### config.mk
export PLATFORM = sky130hd
export DESIGN_NAME = dmx_issue_arbiter
export DESIGN_NICKNAME = d
export VERILOG_FILES = /design/src/rtl/dmx_issue_arbiter.sv
export SDC_FILE = /design/constraint.sdc
export NUM_CORES = 1
export LEC_CHECK = 0
export CAP_MARGIN = 40
export CORE_AREA = 2 2 450 452
export DETAILED_ROUTE_END_ITERATION = 8
export DIE_AREA = 0 0 452 454
export MAX_ROUTING_LAYER = met4
export PLACE_DENSITY_LB_ADDON = 0.1
export SETUP_SLACK_MARGIN = 0.05
export SYNTH_ARGS = -nofsm -noshare
export SYNTH_HDL_FRONTEND = slang
export SYNTH_SLANG_ARGS = --single-unit
### constraint.sdc
create_clock -name clock -period 9.3 [get_ports clock]
set_clock_uncertainty 0.2 [all_clocks]
set_input_delay 1.395 -clock clock [delete_from_list [all_inputs] [get_ports clock]]
set_output_delay 1.395 -clock clock [all_outputs]
set_load 0.02 [all_outputs]
### src/rtl/dmx_issue_arbiter.sv
// dmx_issue_arbiter: round-robin sharing of one dmx_hub CPU port among NUM_REQ requesters,
// with tid allocation, response routing and an atomic FP64 sequence lock.
// Optional stale-lock watchdog enabled by defining DMX_ARB_TIMEOUT_EN.

module dmx_arb_lane (
  input  logic       valid,
  input  logic [4:0] opcode,
  input  logic       tid_avail,
  input  logic       lock_active,
  input  logic       is_owner,
  output logic       is_load,
  output logic       eligible
);
  // FP64_LOAD_A_ROW0/1 and B_ROW0/1 occupy opcodes 0x10..0x13
  assign is_load  = (opcode[4:2] == 3'b100);
  assign eligible = valid && (is_load || tid_avail) && (!lock_active || is_owner);
endmodule

module dmx_issue_arbiter #(
  parameter int NUM_REQ      = 4,
  parameter int LOCK_TIMEOUT = 256,
  localparam int IW          = $clog2(NUM_REQ)
) (
  input  logic                    clock,
  input  logic                    reset,
  input  logic [NUM_REQ-1:0]      req_valid,
  output logic [NUM_REQ-1:0]      req_ready,
  input  logic [5*NUM_REQ-1:0]    req_opcode,
  input  logic [2*NUM_REQ-1:0]    req_fmt,
  input  logic [64*NUM_REQ-1:0]   req_src0,
  input  logic [64*NUM_REQ-1:0]   req_src1,
  input  logic [64*NUM_REQ-1:0]   req_src2,
  output logic                    instr_valid,
  output logic [4:0]              instr_opcode,
  output logic [1:0]              instr_fmt,
  output logic [63:0]             instr_src0,
  output logic [63:0]             instr_src1,
  output logic [63:0]             instr_src2,
  output logic [3:0]              cpu_tid,
  input  logic                    cpu_req_ready,
  input  logic                    cpu_resp_valid,
  input  logic [3:0]              cpu_resp_tid,
  input  logic [63:0]             cpu_resp_data,
  input  logic [4:0]              cpu_resp_flags,
  output logic [NUM_REQ-1:0]      resp_valid,
  output logic [63:0]             resp_data,
  output logic [4:0]              resp_flags,
  output logic                    lock_active,
  output logic [IW-1:0]           lock_owner,
  output logic [4:0]              outstanding_cnt,
  output logic                    err_unknown_tid,
  output logic                    err_lock_timeout
);
  localparam logic [4:0] OP_EXECUTE = 5'h14;

  typedef enum logic {ST_IDLE, ST_ISSUE} state_e;

  state_e                 state_q, state_d;
  logic [IW-1:0]          grant_q, grant_d, rr_q, rr_d, owner_q, owner_d;
  logic [3:0]             tid_q, tid_d;
  logic                   load_q, load_d, lock_q, lock_d, err_tid_q, err_tid_d;
  logic [15:0]            busy_q, busy_d;
  logic [15:0][IW-1:0]    own_q, own_d;

  logic [NUM_REQ-1:0]     is_load, elig;
  logic [3:0]             free_tid;
  logic                   tid_avail, fire;

  always_comb begin
    free_tid  = 4'd0;
    tid_avail = 1'b0;
    for (int t = 15; t >= 1; t--) begin
      if (!busy_q[t]) begin
        free_tid  = 4'(t);
        tid_avail = 1'b1;
      end
    end
  end

  for (genvar i = 0; i < NUM_REQ; i++) begin : g_lane
    dmx_arb_lane u_lane (
      .valid       (req_valid[i]),
      .opcode      (req_opcode[i*5 +: 5]),
      .tid_avail   (tid_avail),
      .lock_active (lock_q),
      .is_owner    (owner_q == IW'(i)),
      .is_load     (is_load[i]),
      .eligible    (elig[i])
    );
  end

  // Issue fields follow the frozen grant; zero whenever nothing is offered.
  always_comb begin
    int g;
    g            = int'(grant_q);
    instr_valid  = (state_q == ST_ISSUE);
    instr_opcode = instr_valid ? req_opcode[g*5 +: 5]  : 5'd0;
    instr_fmt    = instr_valid ? req_fmt[g*2 +: 2]     : 2'd0;
    instr_src0   = instr_valid ? req_src0[g*64 +: 64]  : 64'd0;
    instr_src1   = instr_valid ? req_src1[g*64 +: 64]  : 64'd0;
    instr_src2   = instr_valid ? req_src2[g*64 +: 64]  : 64'd0;
    cpu_tid      = instr_valid ? tid_q : 4'd0;
  end

  assign fire       = (state_q == ST_ISSUE) && cpu_req_ready;
  assign resp_data  = cpu_resp_data;
  assign resp_flags = cpu_resp_flags;

  always_comb begin
    outstanding_cnt = 5'd0;
    for (int t = 1; t < 16; t++) outstanding_cnt += 5'(busy_q[t]);
  end

`ifdef DMX_ARB_TIMEOUT_EN
  localparam int CW = $clog2(LOCK_TIMEOUT + 1);
  logic [CW-1:0] cnt_q, cnt_d;
  logic          err_to_q, err_to_d;
  assign err_lock_timeout = err_to_q;
`else
  assign err_lock_timeout = 1'b0;
`endif

  always_comb begin
    state_d   = state_q;
    grant_d   = grant_q;
    rr_d      = rr_q;
    owner_d   = owner_q;
    tid_d     = tid_q;
    load_d    = load_q;
    lock_d    = lock_q;
    err_tid_d = err_tid_q;
    busy_d    = busy_q;
    own_d     = own_q;
    req_ready = '0;
    resp_valid = '0;

    if (cpu_resp_valid) begin
      if (cpu_resp_tid != 4'd0 && busy_q[cpu_resp_tid]) begin
        resp_valid[own_q[cpu_resp_tid]] = 1'b1;
        busy_d[cpu_resp_tid]            = 1'b0;
      end else begin
        err_tid_d = 1'b1;
      end
    end

    case (state_q)
      ST_IDLE: begin
        logic found;
        int   idx, pick;
        found = 1'b0;
        pick  = 0;
        for (int k = 0; k < NUM_REQ; k++) begin
          idx = int'(rr_q) + k;
          if (idx >= NUM_REQ) idx -= NUM_REQ;
          if (!found && elig[idx]) begin
            found = 1'b1;
            pick  = idx;
          end
        end
        if (found) begin
          grant_d = IW'(pick);
          load_d  = is_load[pick];
          tid_d   = is_load[pick] ? 4'd0 : free_tid;
          state_d = ST_ISSUE;
        end
      end
      ST_ISSUE: begin
        if (cpu_req_ready) begin
          req_ready[grant_q] = 1'b1;
          if (!load_q) begin
            busy_d[tid_q] = 1'b1;
            own_d[tid_q]  = grant_q;
          end
          rr_d = (grant_q == IW'(NUM_REQ-1)) ? '0 : grant_q + 1'b1;
          if (load_q) begin
            lock_d  = 1'b1;
            owner_d = grant_q;
          end else if (instr_opcode == OP_EXECUTE) begin
            lock_d = 1'b0;
          end
          state_d = ST_IDLE;
        end
      end
      default: state_d = ST_IDLE;
    endcase

`ifdef DMX_ARB_TIMEOUT_EN
    cnt_d    = cnt_q;
    err_to_d = err_to_q;
    if (!lock_q || (fire && grant_q == owner_q)) begin
      cnt_d = '0;
    end else if (!req_valid[owner_q]) begin
      if (cnt_q == CW'(LOCK_TIMEOUT - 1)) begin
        lock_d   = 1'b0;
        err_to_d = 1'b1;
        cnt_d    = '0;
      end else begin
        cnt_d = cnt_q + 1'b1;
      end
    end
`endif
  end

  always_ff @(posedge clock) begin
    if (reset) begin
      state_q   <= ST_IDLE;
      grant_q   <= '0;
      rr_q      <= '0;
      owner_q   <= '0;
      tid_q     <= '0;
      load_q    <= 1'b0;
      lock_q    <= 1'b0;
      err_tid_q <= 1'b0;
      busy_q    <= '0;
      own_q     <= '0;
`ifdef DMX_ARB_TIMEOUT_EN
      cnt_q     <= '0;
      err_to_q  <= 1'b0;
`endif
    end else begin
      state_q   <= state_d;
      grant_q   <= grant_d;
      rr_q      <= rr_d;
      owner_q   <= owner_d;
      tid_q     <= tid_d;
      load_q    <= load_d;
      lock_q    <= lock_d;
      err_tid_q <= err_tid_d;
      busy_q    <= busy_d;
      own_q     <= own_d;
`ifdef DMX_ARB_TIMEOUT_EN
      cnt_q     <= cnt_d;
      err_to_q  <= err_to_d;
`endif
    end
  end

  assign lock_active     = lock_q;
  assign lock_owner      = owner_q;
  assign err_unknown_tid = err_tid_q;

endmodule

# == Yosys cells after proc, flatten, opt, wreduce, memory -nomap -nowiden ==
# Cells that the tools add are included.
# classes
n_addsub,22
n_mul,1
magnitude_cmp,17
n_eq_ne,9
shift,5
n_mux,103
bitwise_logic,6
n_reduce_logical,37
# op_table
operator,n
$shiftx A256 B9 Y64,3
$mux W32,13
$mux W64,3
$lt A32 B4 Y1 const B,5
$mux W4,21
$mux W16,5
$add A5 B1 Y5,10
$mux W1,42
$bwmux W32,1
$shiftx A20 B6 Y5,1
$and A16 B16 Y16,1
$logic_and A1 B1 Y1,16
$not A16 Y16,1
$or A16 B16 Y16,1
$eq A3 B3 Y1 const B,4
$sub A3 B3 Y4 const B,3
$bmux W1 S2,5
$lt A4 B5 Y1 const B,2
$ge A3 B3 Y1 const B,3
$reduce_and A3 Y1,3
$bmux W2 S4,1
$demux W1 S4,2
$demux W2 S4,1
$ge A4 B1 Y1 const B,2
28 further kinds,51
# totals
regBits,62
out_inout_bits,291

# == Depth between registers and ports, before layout ==
# logic_depth
depth_word,39
ltp_mapped,10
depth_no_buf,9

# == Cells and area by module ==
# Synthesis repeated with hierarchy kept, for this count alone.
# hier_totals
hier_cells,957
hier_area_um2,10159.7
# modules_own_cells
module,instances,cells_each,area_per_inst_um2,seq_area_each_um2
dmx_issue_arbiter,1,945,10049.6,1221.2
dmx_arb_lane,4,3,27.5,0.0

# == Worst setup path before layout ==
# OpenSTA, ideal clock, no wires.
# synth_path
path_kind,input to output
from,in cpu_resp_tid[0]
to,out resp_valid[1]
arrival_time_ps,3729
required_time_ps,7705
slack_ps,3976
path_stages,5
path_buffers,2
cell_sequence,clkbuf_1 -> clkbuf_1 -> mux4_2 -> mux4_2 -> nor3b_1
# synth_via
elab_chain_cells,8
word_cells_on_any_way,13
classes_between,order compare: 2; mux: 8; reduce/logical: 3
# synth_rtl
element,line,source
"start, declared",42,"input logic [3:0] cpu_resp_tid,"
$bmux W2 S4,139,resp_valid[own_q[cpu_resp_tid]] = 1'b1;
$mux W2 (implied by the code),139,
$lt A2 B3 Y1 (implied by the code) or $ge A2 B1 Y1 (tied branches),139,
$logic_and A1 B1 Y1 (implied by the code),139,
$mux W1 (implied by the code),139,
$demux W1 S2,139,
$mux W4 (*),138,if (cpu_resp_tid != 4'd0 && busy_q[cpu_resp_tid]) begin
$mux W4 (*),137,if (cpu_resp_valid) begin
"end, declared",45,"output logic [NUM_REQ-1:0] resp_valid,"
# Mark *: on every way between the ends. The rest lies on a longest branch, timed or not. The select of a mux whose other input is x is not followed.

# == Final worst setup path ==
# layout_path
from,reg busy_q[1]
to,out outstanding_cnt[2]
# layout_via
elab_chain_cells,14
# layout_rtl
element,line,source
"start, declared",62,"logic [15:0] busy_q, busy_d;"
"start signal, assigned",229,busy_q <= busy_d;
$add A1 B1 Y2,111,for (int t = 1; t < 16; t++) outstanding_cnt += 5'(busy_q[t]);
$add A2 B1 Y3,111,
$add A3 B1 Y4,111,
$add A4 B1 Y5,111,
$add A5 B1 Y5 (10 in series),111,
"end, declared",50,"output logic [4:0] outstanding_cnt,"
# No other way between the ends.

==> run metrics <==
placed cell count roughly 4,500; crit-path max FO 7; CP max stage delay 650 ps; count of final setup violators 0; clock sinks 61; Clock Latency Late Sink between 300 and 400 ps; met2 global-route usage about a fifth; Power per Cell Area roughly 72 nW/um^2; worst vdd ir approximately 0.048 mV; H-tree levels 3; CP Data Required Time between 7000 and 8000 ps; Clk pin slew, worst setup/hold paths approximately 60 ps; CTS resizes 0; Worst Tran Pin Value approximately 1100 ps; FMAX roughly 0.16 GHz; drc violations 0; register area 1230 sq um; antenna violations before repair approximately 70; setup slack, reg-to-reg a little under 6000 ps; Post-synth ARST share 0%; proportion of synthesized chip area in sequential cells about an eighth; HP Start own_q[14]$_SDFFE_PP0P_; Initial Utilization ~5.0%; Num CTS Buffers 9; Final min period approximately 6300 ps; post-route core utilization a little under an eighth; most common flop cell mapped by yosys dfxtp_1; met3 GRT Util about 4.3%; number of global-route vias before repair around 14,000; port bufs 1,027; setup ws final between 3000 and 4000 ps; endpoints failing hold 0; Hold WS roughly 260 ps; Synth top area share a little under half; clock root buffer clkbuf_16; total of fill cells in the finished design roughly 23,000; Seq cells post-synth ~60; WS Path Type flip-flop to primary output; via count around 12,000; largest buffer count on any clock path 2; global-route wire length before repair roughly 150 mm; most frequent CP cell fa_1; Leak Pwr approximately 7 nW; CP max stage cell clkdlybuf4s50_1; outcome finished, final reports clean; Buf+Inv Stages, Crit Path 3; pre-CTS setup slack about 3300 ps; post-route cell area around 23,000 sq um; Rows around 170; largest area contributor in the netlist mux4_2; area of the mapped netlist between 10,000 and 15,000 sq um; fin cells 4,566; Critical Path AT 4680 ps; syn_area_per_cell 10.5 sq um; RSZ-0062 raised after global routing false; total track usage between 10 and 15%; Post-DRT Antenna Nets 0; PnR Total Power between 1.5 and 2 mW; Synth Instances slightly below 1,000; die area around 200,000 sq um; Top Family by Delay on Critical Path adder cells; RR Startpoint busy_q[5]$_SDFF_PP0_; die height 454 microns; GRT busiest layer met2; Rel. slew slack ~29%; M1 GR Usage approximately 11%; number of distinct library cells after synthesis 54; Worst setup startpoint busy_q[1]$_SDFF_PP0_; Final GP Congestion between 0.8 and 0.9; Placement Cell Area 23,000 sq um; share of layout cells above drive strength 1 13.5%; largest net degree at the start of global routing approximately 120; number of synthesized flops with an enable pin 0; Post-CTS Setup Inserts 0; pins over their slew limit 0; router iterations before antenna repair 4; most common cell after layout, fill and taps aside clkdlybuf4s50_1; Multi-input gate area a little under 8000 sq um; yosys warns 0; final worst path period share between 60% and 70%; num ports 1,168; CP cell instances inv_1 -> fa_1 -> fa_1 -> fa_1 -> fa_1 -> inv_1 -> fa_1 -> fa_1 -> xor2_1 -> clkdlybuf4s50_1; Synth area leaders mux4_2 (47%), and2_1 (13%), dfxtp_1 (12%); CORE AREA approximately 200,000 sq um; crit path capture type primary output; WL per Instance between 20 and 30 microns; Post-Route WL roughly 110 mm; Layout area overhead 131%; Max Cap Viol 0; CTS tree done; Sum Neg Setup Slack 0 ps; Via density roughly 2.7; dpl hpwl a little over 100 mm; CP startpoint kind flip-flop; Min-Delay Path Class flip-flop to flip-flop; Initial DRC Count ~520; most frequent cells in the layout clkdlybuf4s50_1 (1,026), mux4_2 (212), and2_1 (205), dfxtp_1 (58), nor2_1 (54); grt total ovfl 0; CTS Hold Bufs 0; Die X 452 microns; layout net count ~2,700
[power by group]
group / total (mW) / internal (mW) / switching, mW
logic: 1.10 / 0.650 / 0.447
clock network: 0.310 / 0.185 / 0.125
registers: 0.287 / 0.265 / 0.0214
total: 1.69 / 1.10 / 0.593
[worst register-to-register path, delay by kind of cell (launching register included)]
family,cells,cell delay (ps)
and+or+nand+nor,2,990
DFF,1,510
muxes,1,310
AOI/OAI and AO/OA,5,1220
[per-layer routing]
layer,share of wire (%),vias to the layer above
met5,0,-
li1,-,5416
met4,1.3,0
met3,8.5,83
met1,36,6251
met2,54,685
[cell families after synthesis]
group           Yosys count  share of synthesized area (%)
compound gates           98                           5.81
xor+xnor                  1                         0.0867
fa+ha+maj                16                           2.73
buf+inv                 189                           9.70
flops                    61                           12.1
mux                     227                           48.9
other cells               1                         0.0371
simple gates            370                           20.6
[final cells by class]
cell class	count	area share [%]
repair buffers	1038	44.6
multi-input cells	714	33.8
well taps	2672	14.3
flip-flops and latches	61	5.28
clock buffers	11	1.04
inverters	27	0.434
diodes	39	0.418
clock inverters	4	0.107
[synthesized netlist by cell type (10+ instances only)]
library cell    n
a21oi_1        48
and2_1        205
buf_1          28
buf_4          71
clkbuf_1       60
dfxtp_1        61
fa_1           10
inv_1          27
mux2i_1        14
mux4_2        212
nand2_1        45
nand3_1        23
nor2_1         54
o21ai_0        20
[registers in the layout, summed over array words and instances, names as in the netlist]
name             flops
grant_q              2
lock_owner           2
rr_q                 2
lock_active          1
load_q               1
tid_q                4
instr_valid          1
own_q               32
busy_q              15
err_unknown_tid      1
[path summary, 6_finish.rpt]
path                             to  cells past startpoint
max              outstanding_cnt[2]                     10
min          own_q[14]$_SDFFE_PP0P_                      2
max reg2reg   tid_q[1]$_SDFFE_PP0P_                      8
min reg2reg  own_q[14]$_SDFFE_PP0P_                      2
(Power assumes the default switching activity.)
